<file path="src/rtl/post_cov_pkg.sv">
// Shared FSM encoding, fixed-point constants and round/saturate helpers for post_cov_gen.
// The helpers work on 64-bit signed values, so N must stay at 30 or below.
package post_cov_pkg;

  localparam logic [2:0] ST_IDLE    = 3'd0;
  localparam logic [2:0] ST_LOAD    = 3'd1;
  localparam logic [2:0] ST_PHASE_A = 3'd2;
  localparam logic [2:0] ST_PHASE_B = 3'd3;
  localparam logic [2:0] ST_SYMM    = 3'd4;
  localparam logic [2:0] ST_DONE    = 3'd5;

  typedef struct packed {
    logic signed [63:0] val;
    logic               sat;
  } rs_t;

  function automatic logic signed [63:0] s_one(input int frac);
    return 64'sd1 <<< frac;
  endfunction

  function automatic int fidx(input int r, input int c, input int dim);
    return r * dim + c;
  endfunction

  function automatic rs_t sat_n(input logic signed [63:0] x, input int n);
    rs_t                res;
    logic signed [63:0] hi;
    logic signed [63:0] lo;
    hi      = (64'sd1 <<< (n - 1)) - 64'sd1;
    lo      = -(64'sd1 <<< (n - 1));
    res.sat = 1'b1;
    if (x > hi)      res.val = hi;
    else if (x < lo) res.val = lo;
    else begin
      res.val = x;
      res.sat = 1'b0;
    end
    return res;
  endfunction

  // Round half up toward +inf, then clamp to the N-bit signed range.
  function automatic rs_t round_sat(input logic signed [63:0] x, input int n, input int frac);
    return sat_n((x + (64'sd1 <<< (frac - 1))) >>> frac, n);
  endfunction

endpackage

</file>
<file path="src/rtl/cov_dot_lane.sv">
// cov_dot_lane: combinational DIM-lane signed dot product, rounded and saturated to N bits.
// Zero latency and no handshake; the caller registers o_res and o_sat.
module cov_dot_lane
  import post_cov_pkg::*;
#(
  parameter int N    = 20,
  parameter int FRAC = 10,
  parameter int DIM  = 2
) (
  input  logic [DIM*N-1:0] i_a,
  input  logic [DIM*N-1:0] i_b,
  output logic [N-1:0]     o_res,
  output logic             o_sat
);

  localparam int PW = 2 * N;
  localparam int AW = 2 * N + $clog2(DIM) + 1;

  logic signed [PW-1:0] w_prod;
  logic signed [AW-1:0] w_acc;
  rs_t                  w_rs;
  logic                 w_unused_hi;

  always_comb begin
    w_prod = '0;
    w_acc  = '0;
    for (int j = 0; j < DIM; j++) begin
      w_prod = PW'($signed(i_a[j*N +: N])) * PW'($signed(i_b[j*N +: N]));
      w_acc  = w_acc + AW'(w_prod);
    end
    w_rs = round_sat(64'(w_acc), N, FRAC);
  end

  assign o_res       = w_rs.val[N-1:0];
  assign o_sat       = w_rs.sat;
  assign w_unused_hi = ^w_rs.val[63:N];

endmodule

</file>
<file path="src/rtl/post_cov_gen.sv">
// post_cov_gen: P_post = (I - K*H) * P_prior, one element per cycle; done 2*DIM*DIM+1 edges after accept.
// No backpressure: start is ignored unless idle. POST_COV_SYMM_EN adds a 1-cycle symmetrising step.
module post_cov_gen
  import post_cov_pkg::*;
#(
  parameter int N    = 20,
  parameter int FRAC = 10,
  parameter int DIM  = 2
) (
  input  logic                 clk,
  input  logic                 rst_n,
  input  logic                 start,
  input  logic [DIM*DIM*N-1:0] k_flat,
  input  logic [DIM*DIM*N-1:0] h_flat,
  input  logic [DIM*DIM*N-1:0] p_prior_flat,
  output logic                 busy,
  output logic                 done,
  output logic                 ovf,
  output logic [DIM*DIM*N-1:0] p_post_flat
);

  localparam int              IW   = $clog2(DIM);
  localparam int              MW   = DIM * DIM * N;
  localparam logic [IW-1:0]   LAST = IW'(DIM - 1);

  logic [2:0]    r_state;
  logic [IW-1:0] r_row;
  logic [IW-1:0] r_col;
  logic [MW-1:0] r_k;
  logic [MW-1:0] r_h;
  logic [MW-1:0] r_p;
  logic [MW-1:0] r_m;
  logic [MW-1:0] r_out;
  logic          r_ovf;

  int                  w_ri;
  int                  w_ci;
  logic [DIM*N-1:0]    w_a;
  logic [DIM*N-1:0]    w_b;
  logic [N-1:0]        w_lane_res;
  logic                w_lane_sat;
  logic signed [N:0]   w_diff;
  rs_t                 w_m_rs;
  logic [N-1:0]        w_m_val;
  logic                w_m_sat;
  logic                w_last;
  logic                w_unused_hi;

  // Phase A feeds row r of K with column c of H; phase B row r of M with column c of P.
  always_comb begin
    w_ri = int'(r_row);
    w_ci = int'(r_col);
    w_a  = '0;
    w_b  = '0;
    for (int j = 0; j < DIM; j++) begin
      if (r_state == ST_PHASE_A) begin
        w_a[j*N +: N] = r_k[fidx(w_ri, j, DIM)*N +: N];
        w_b[j*N +: N] = r_h[fidx(j, w_ci, DIM)*N +: N];
      end else begin
        w_a[j*N +: N] = r_m[fidx(w_ri, j, DIM)*N +: N];
        w_b[j*N +: N] = r_p[fidx(j, w_ci, DIM)*N +: N];
      end
    end
  end

  cov_dot_lane #(
    .N    (N),
    .FRAC (FRAC),
    .DIM  (DIM)
  ) u_lane (
    .i_a   (w_a),
    .i_b   (w_b),
    .o_res (w_lane_res),
    .o_sat (w_lane_sat)
  );

  always_comb begin
    w_diff = ((w_ri == w_ci) ? (N+1)'(s_one(FRAC)) : '0) - (N+1)'($signed(w_lane_res));
    w_m_rs = sat_n(64'(w_diff), N);
  end

  assign w_m_val     = w_m_rs.val[N-1:0];
  assign w_m_sat     = w_m_rs.sat;
  assign w_unused_hi = ^w_m_rs.val[63:N];
  assign w_last      = (r_row == LAST) && (r_col == LAST);

`ifdef POST_COV_SYMM_EN
  logic [MW-1:0]     w_symm;
  logic signed [N:0] w_sum;

  // Floor average of each mirrored pair; N+1 bits cannot overflow, so no saturation.
  always_comb begin
    w_symm = r_out;
    w_sum  = '0;
    for (int i = 0; i < DIM; i++) begin
      for (int j = i + 1; j < DIM; j++) begin
        w_sum = (N+1)'($signed(r_out[fidx(i, j, DIM)*N +: N]))
              + (N+1)'($signed(r_out[fidx(j, i, DIM)*N +: N]));
        w_symm[fidx(i, j, DIM)*N +: N] = w_sum[N:1];
        w_symm[fidx(j, i, DIM)*N +: N] = w_sum[N:1];
      end
    end
  end
`endif

  always_ff @(posedge clk or negedge rst_n) begin
    if (!rst_n) begin
      r_state <= ST_IDLE;
      r_row   <= '0;
      r_col   <= '0;
      r_k     <= '0;
      r_h     <= '0;
      r_p     <= '0;
      r_m     <= '0;
      r_out   <= '0;
      r_ovf   <= 1'b0;
    end else begin
      case (r_state)
        ST_IDLE: begin
          if (start) begin
            r_k     <= k_flat;
            r_h     <= h_flat;
            r_p     <= p_prior_flat;
            r_ovf   <= 1'b0;
            r_state <= ST_LOAD;
          end
        end
        ST_LOAD: begin
          r_row   <= '0;
          r_col   <= '0;
          r_state <= ST_PHASE_A;
        end
        ST_PHASE_A, ST_PHASE_B: begin
          if (r_state == ST_PHASE_A) begin
            r_m[fidx(w_ri, w_ci, DIM)*N +: N] <= w_m_val;
            r_ovf <= r_ovf | w_lane_sat | w_m_sat;
          end else begin
            r_out[fidx(w_ri, w_ci, DIM)*N +: N] <= w_lane_res;
            r_ovf <= r_ovf | w_lane_sat;
          end
          if (w_last) begin
            r_row <= '0;
            r_col <= '0;
            if (r_state == ST_PHASE_A) r_state <= ST_PHASE_B;
`ifdef POST_COV_SYMM_EN
            else r_state <= ST_SYMM;
`else
            else r_state <= ST_DONE;
`endif
          end else if (r_col == LAST) begin
            r_col <= '0;
            r_row <= r_row + IW'(1);
          end else begin
            r_col <= r_col + IW'(1);
          end
        end
`ifdef POST_COV_SYMM_EN
        ST_SYMM: begin
          r_out   <= w_symm;
          r_state <= ST_DONE;
        end
`endif
        ST_DONE: r_state <= ST_IDLE;
        default: r_state <= ST_IDLE;
      endcase
    end
  end

  assign busy        = (r_state == ST_LOAD) || (r_state == ST_PHASE_A) ||
                       (r_state == ST_PHASE_B) || (r_state == ST_SYMM);
  assign done        = (r_state == ST_DONE);
  assign ovf         = r_ovf;
  assign p_post_flat = r_out;

endmodule

</file>
<file path="config.mk">
export PLATFORM = sky130hd
export DESIGN_NAME = post_cov_gen
export DESIGN_NICKNAME = d
export VERILOG_FILES = /design/src/rtl/post_cov_pkg.sv /design/src/rtl/cov_dot_lane.sv /design/src/rtl/post_cov_gen.sv
export SDC_FILE = /design/constraint.sdc
export NUM_CORES = 2
export LEC_CHECK = 0
export ABC_AREA = 1
export BUFFER_PORTS_ARGS = -buffer_cell sky130_fd_sc_hd__buf_2
export CAP_MARGIN = 20
export CORE_AREA = 2 2 397 399
export DETAILED_ROUTE_END_ITERATION = 10
export DIE_AREA = 0 0 399 401
export GPL_ROUTABILITY_DRIVEN = 0
export PLACE_DENSITY = 0.46
export SKIP_CTS_REPAIR_TIMING = 1
export SYNTH_ARGS = -nofsm -noshare
export SYNTH_HDL_FRONTEND = slang
export SYNTH_SLANG_ARGS = --single-unit
</file>
<file path="constraint.sdc">
create_clock -name clk -period 20.6 [get_ports clk]
set_input_delay 3.09 -clock clk [delete_from_list [all_inputs] [get_ports clk]]
set_output_delay 3.09 -clock clk [all_outputs]
set_load 0.02 [all_outputs]
</file>
### Word level (Yosys, flattened, before mapping)

Index checks and enable logic that the tools add are counted.

* add/subtract/negate cells: 9
* multiply operators: 7
* order comparisons: 4
* equal/unequal tests: 9
* shift operators: 11
* mux-type cells: 28
* bitwise logic cells: 3
* reduce and logical (&&, ||, !) cells: 14

Operators by type and width (number)
* $shiftx A80 B32 Y20: 4
* $bwmux W80: 2
* $mux W20: 8
* $shiftx A20 B33 Y80: 2
* $shiftx A80 B9 Y20: 2
* $mul A20 B20 Y40: 2
* $shift A20 B33 Y80 const A: 1
* $shiftx A80 B7 Y20: 1
* $shiftx A80 B8 Y20: 1
* $add A41 B11 Y42 const B: 1
* $add A40 B40 Y41: 1
* $neg A8 Y33: 1
* $gt A32 B20 Y1 const B: 1
* $lt A32 B20 Y1 const B: 1
* $gt A21 B20 Y1 const B: 1
* $lt A21 B20 Y1 const B: 1
* $sub A12 B20 Y21: 1
* $mul A3 B3 Y6 const B: 3
* $reduce_and A2 Y1: 6
* $mux W11: 1
* $mux W1: 10
* $mux W3: 3
* $pmux W3 S3: 1
* $mul A1 B3 Y4 const B: 2
* other kinds (18): 28

* flip-flop bits (word level): 406
* input port bits: 243
* output and inout port bits: 83
* word-level logic and storage cells: 94

### Depth between registers and ports, before layout

* depth after elaboration: 17
* gate-level depth with buffers: 72
* gate-level depth less buffers: 65

### By module

Synthesis repeated with hierarchy kept, for this count alone.

* cell total of the unflattened synthesis: 6490
* area, all modules: 53801.6 sq um

By module, submodules not included
* cov_dot_lane: times used 1, cells an instance 4172, area each 32969.1 sq um, sequential area each 0.0 sq um
* post_cov_gen: times used 1, cells an instance 2318, area each 20832.5 sq um, sequential area each 10159.7 sq um

### Worst setup path before layout

OpenSTA, ideal clock, no wires.

* path kind: register to register
* start point: reg r_state[0]
* end point: reg r_m[35]
* library setup time: 129 ps
* data arrival time: 11911 ps
* data required time: 20471 ps
* setup slack: 8560 ps
* stages on the path, launching flop included: 67
* path buffers: 7
* period minus slack after synthesis: 12040 ps
* cells stage by stage: dfrtp_1 inv_2 nand3_2 clkbuf_1 clkbuf_1 nor2_1 a211oi_1 a21o_1 inv_1 clkbuf_1 nor2_1 inv_1 fa_1 inv_1 fa_1 inv_1 fa_1 inv_1 [31 not listed] o21ai_2 nand3_1 nand2_1 inv_2 nand2_1 nor2_1 nand2_1 nand2_1 nand2_1 buf_6 buf_6 nand3_1 nand3_1 nand2_1 nand2_1 nand2_1 nand3_1 o21ai_1

* longest elaborated chain between the ends: 14
* elaborated cells between the ends (all ways): 23
* those cells by class: add/sub: 3; mul: 2; order compare: 4; eq/ne: 2; shift: 1; mux: 9; reduce/logical: 2

Ends and longest elaborated chain
* start: declaration: RTL line post_cov_gen.sv:26 `logic [2:0] r_state;`
* start signal: assignment: RTL line post_cov_gen.sv:108 `r_state <= ST_IDLE;`
* start signal: assignment: RTL line post_cov_gen.sv:125 `r_state <= ST_LOAD;`
* start signal: assignment: RTL line post_cov_gen.sv:131 `r_state <= ST_PHASE_A;`
* $eq A3 B2 Y1: RTL line post_cov_gen.sv:56, post_cov_gen.sv:118, post_cov_gen.sv:134
* $mux W20: RTL line post_cov_gen.sv:56 `if (r_state == ST_PHASE_A) begin`
* $mul A20 B20 Y40: RTL line cov_dot_lane.sv:28 `w_prod = PW'($signed(i_a[j*N +: N])) * PW'($signed(i_b[j*N +: N]));`
* $add A40 B40 Y41: RTL line cov_dot_lane.sv:29 `w_acc = w_acc + AW'(w_prod);`
* $add A41 B11 Y42: RTL line post_cov_pkg.sv:43 `return sat_n((x + (64'sd1 <<< (frac - 1))) >>> frac, n);`
* $lt A32 B20 Y1: RTL line post_cov_pkg.sv:33 `else if (x < lo) res.val = lo;`
* $mux W20: RTL line post_cov_pkg.sv:33
* $mux W20: RTL line post_cov_pkg.sv:32 `if (x > hi) res.val = hi;`
* $sub A12 B20 Y21: RTL line post_cov_gen.sv:78 `w_diff = ((w_ri == w_ci) ? (N+1)'(s_one(FRAC)) : '0) - (N+1)'($signed(w_lane_res));`
* $lt A21 B20 Y1: RTL line post_cov_pkg.sv:33
* $mux W20: RTL line post_cov_pkg.sv:33
* $mux W20: RTL line post_cov_pkg.sv:32
* $shiftx A20 B33 Y80: RTL line post_cov_gen.sv:135 `r_m[fidx(w_ri, w_ci, DIM)*N +: N] <= w_m_val;`
* $bwmux W80: RTL line post_cov_gen.sv:135
* end signal: indexed assignment: RTL line post_cov_gen.sv:135
* end: declaration: RTL line post_cov_gen.sv:32 `logic [MW-1:0] r_m;`

Several ways; a longest one is shown, not always the timed one.
A chain may end at the register's enable or synchronous reset.

### Worst setup path after layout

* start point: reg r_state[0]
* end point: reg r_m[25]

Same word-level chain as after synthesis.

==> reports/qor.yml <==
status: "finished, final reports clean"
worstSetupPathType: "register to register"
drc_errors: 0
slew-limit-headroom_pct: 22.3
finalSetupViolCount: 0
cts_tree: "done"
grt_max_degree: 195
crit_slowest_cell: "a32oi_1"
cts_root_buffer: "clkbuf_16"
critPathMaxFanout: 53
dieArea_mm2: 0.160
nets: 7825
synth-edff-count: 0
critPathMostFrequentCell: "nand2_1"
synth_ff_type: "dfrtp_1"
final_cell_mix: "inv_1 (1389), nand2_1 (960), fa_1 (927)"
grt_first_pass_wirelength_um: 295000
cts_num_sinks: 406
fin_tns_setup_ns: 0
dieHeight_um: 401
initial_core_util_pct: 33.8
syn_nets: 7607
wl_met1_um: 87700
async_reset_ff_share_pct: 100
final_core_utilization_pct: 37.3
synth_area_mm2: 0.0526
first_global_vias: 44500
met3_length_um: 10600
dieWidth_um: 399
r2r_end: "r_m[25]"
clkTransAtPathRegs_ns: 0.06
cp-end-kind: "register"
netlist_instances: 6226
wirelength_um: 197000
vias: 42500
maxCapViolations: 0
max_stage_delay_ns: 0.96
htreeDepth: 2
clkLatencyLatePin_ns: 0.57
synth_area_per_cell_um2: 8.45
clk_path_buf_depth: 3
cts_inserted_buffers: 40
hold_end: "r_m[71]"
hp-class: "register to register"
top_layer: "met5"
dpl.hpwl_um: 163000
wl_met2_um: 93500
io_buffers: 325
wl_per_cell_um: 23.1
final_common_cell: "inv_1"
core_region_area_mm2: 0.156
timing.hold.ws_ns: 0.481
fin_crit_sh_pct: 74.2
io_pins: 326
hp-start: "r_m[71]"
synth.ff_latch_count: 406
syn2layout_area_growth_pct: 10.4
finClkSkew_ns: 0.0455
overflow: 0
grt_usage_pct: 24.7
yosysSeqAreaShare_pct: 19.3
slew_viol_final: 0
start_kind: "register"
rr_startpoint: "r_state[0]"
tightest_slew_ns: 1.16
r2r_slack_ns: 5.31
grt_antenna_before_repair: 6
rsz0062_at_grt: "false"
yosysUniqueCellTypes: 54
worstPathRequired_ns: 21.09
drtIter0Drc: 3625
fmax_mhz: 65.4
routed_via_density: 4.98
whs_path_depth: 2
post_route_cells_drive_above_1_share_pct: 12.5
arrival_ns: 15.79
yosysWarningCount: 0
final_antenna_net_count: 0
hold_violations: 0
first_pass_iters: 6
rows: 145
rr_worst_depth: 64
period_needed_ns: 15.29
==> cell usage after synthesis, types with 5 or more instances <==
cell | instances | area, um2
mux2_2 | 169 | 1900
a22oi_1 | 13 | 97.6
ha_1 | 211 | 2640
nand4_1 | 15 | 93.8
xnor2_1 | 17 | 149
a21oi_1 | 223 | 1120
clkinv_1 | 23 | 86.3
nor2_1 | 787 | 2950
buf_6 | 6 | 67.6
clkbuf_1 | 190 | 713
a32oi_1 | 74 | 648
o21a_1 | 25 | 188
o211ai_1 | 9 | 67.6
xor2_1 | 21 | 184
nor3_1 | 12 | 60.1
inv_2 | 14 | 52.6
a31oi_1 | 9 | 56.3
o21ai_1 | 34 | 170
o22ai_1 | 16 | 100
o21ai_0 | 222 | 1110
nor4_1 | 7 | 43.8
nand2_1 | 960 | 3600
o21bai_1 | 5 | 37.5
buf_1 | 48 | 180
dfrtp_1 | 406 | 10200
a21o_1 | 8 | 60.1
nand2_2 | 16 | 100
nand3_2 | 10 | 100
or2_2 | 85 | 532
buf_2 | 9 | 45.0
inv_1 | 1390 | 5220
o41ai_1 | 5 | 43.8
nand3_1 | 205 | 1030
o221ai_1 | 6 | 52.6
o31ai_1 | 13 | 97.6
fa_1 | 927 | 18600
==> flip-flops by register name, summed over array words and instances (netlist names) <==
name	flops
p_post_flat	80
r_h	80
r_k	80
r_m	80
r_p	80
r_state	3
ovf	1
r_col	1
r_row	1
==> critical path: cells and delay by family (launching register included) <==
kind	cells	cell delay, ns
AO/OA/AOI/OAI	5	1.61
adder cells (fa/ha/maj)	10	5.10
buffers and inverters	15	2.72
flip-flops	1	0.45
AND/OR/NAND/NOR	34	5.23
==> cells by family (layout without fill, tap and decap cells) <==
kind of cell	count (synthesis)	after routing	synth area share (%)
buf+inv	1682	1928	12.1
mux	173	173	3.69
simple gates	2113	2113	16.4
xor+xnor	38	38	0.632
fa+ha+maj	1138	1138	40.3
compound gates	676	676	7.55
flops	406	406	19.3
other cells	0	1	0
==> final cells by class <==
class	count	area [um2]
Antenna cell	1	2.50
Clock buffer	54	1100
Clock inverter	16	258
Fill cell	16400	97500
Inverter	1428	5360
Multi-Input combinational cell	4138	36200
Sequential cell	406	10200
Tap cell	2058	2570
Timing Repair Buffer	430	2490
==> worst max path at each step <==
| stage | from | endpoint | slack, ns |
|---|---|---|---|
| floorplan | r_state[0] | r_m[35] | 8.56 |
| global placement | r_state[0] | r_m[54] | 5.12 |
| detailed placement | r_state[0] | r_m[54] | 5.44 |
| CTS | r_state[0] | r_m[54] | 5.42 |
| global route | r_state[0] | r_m[25] | 4.37 |
| finish | r_state[0] | r_m[25] | 5.31 |
==> through the flow <==
step / setup slack (ns) / std cells / area, um2
detailed placement: 5.44 / 8458 / 56700
global placement: 5.12 / 8456 / 56700
CTS: 5.42 / 8528 / 58100
finish: 5.31 / 8531 / 58100
global route: 4.37 / 8530 / 58100
floorplan: 8.56 / 6226 / 52600
==> routing by layer <==
layer	vias up	GRT usage [%]
met5	-	0
met2	1332	40.8
met3	219	2.91
met1	21800	34.7
met4	12	5.40
li1	19100	-
Power is left out: the tool's default activity adds up to more than one toggle a clock period on the data nets, which glitch-free logic cannot reach.
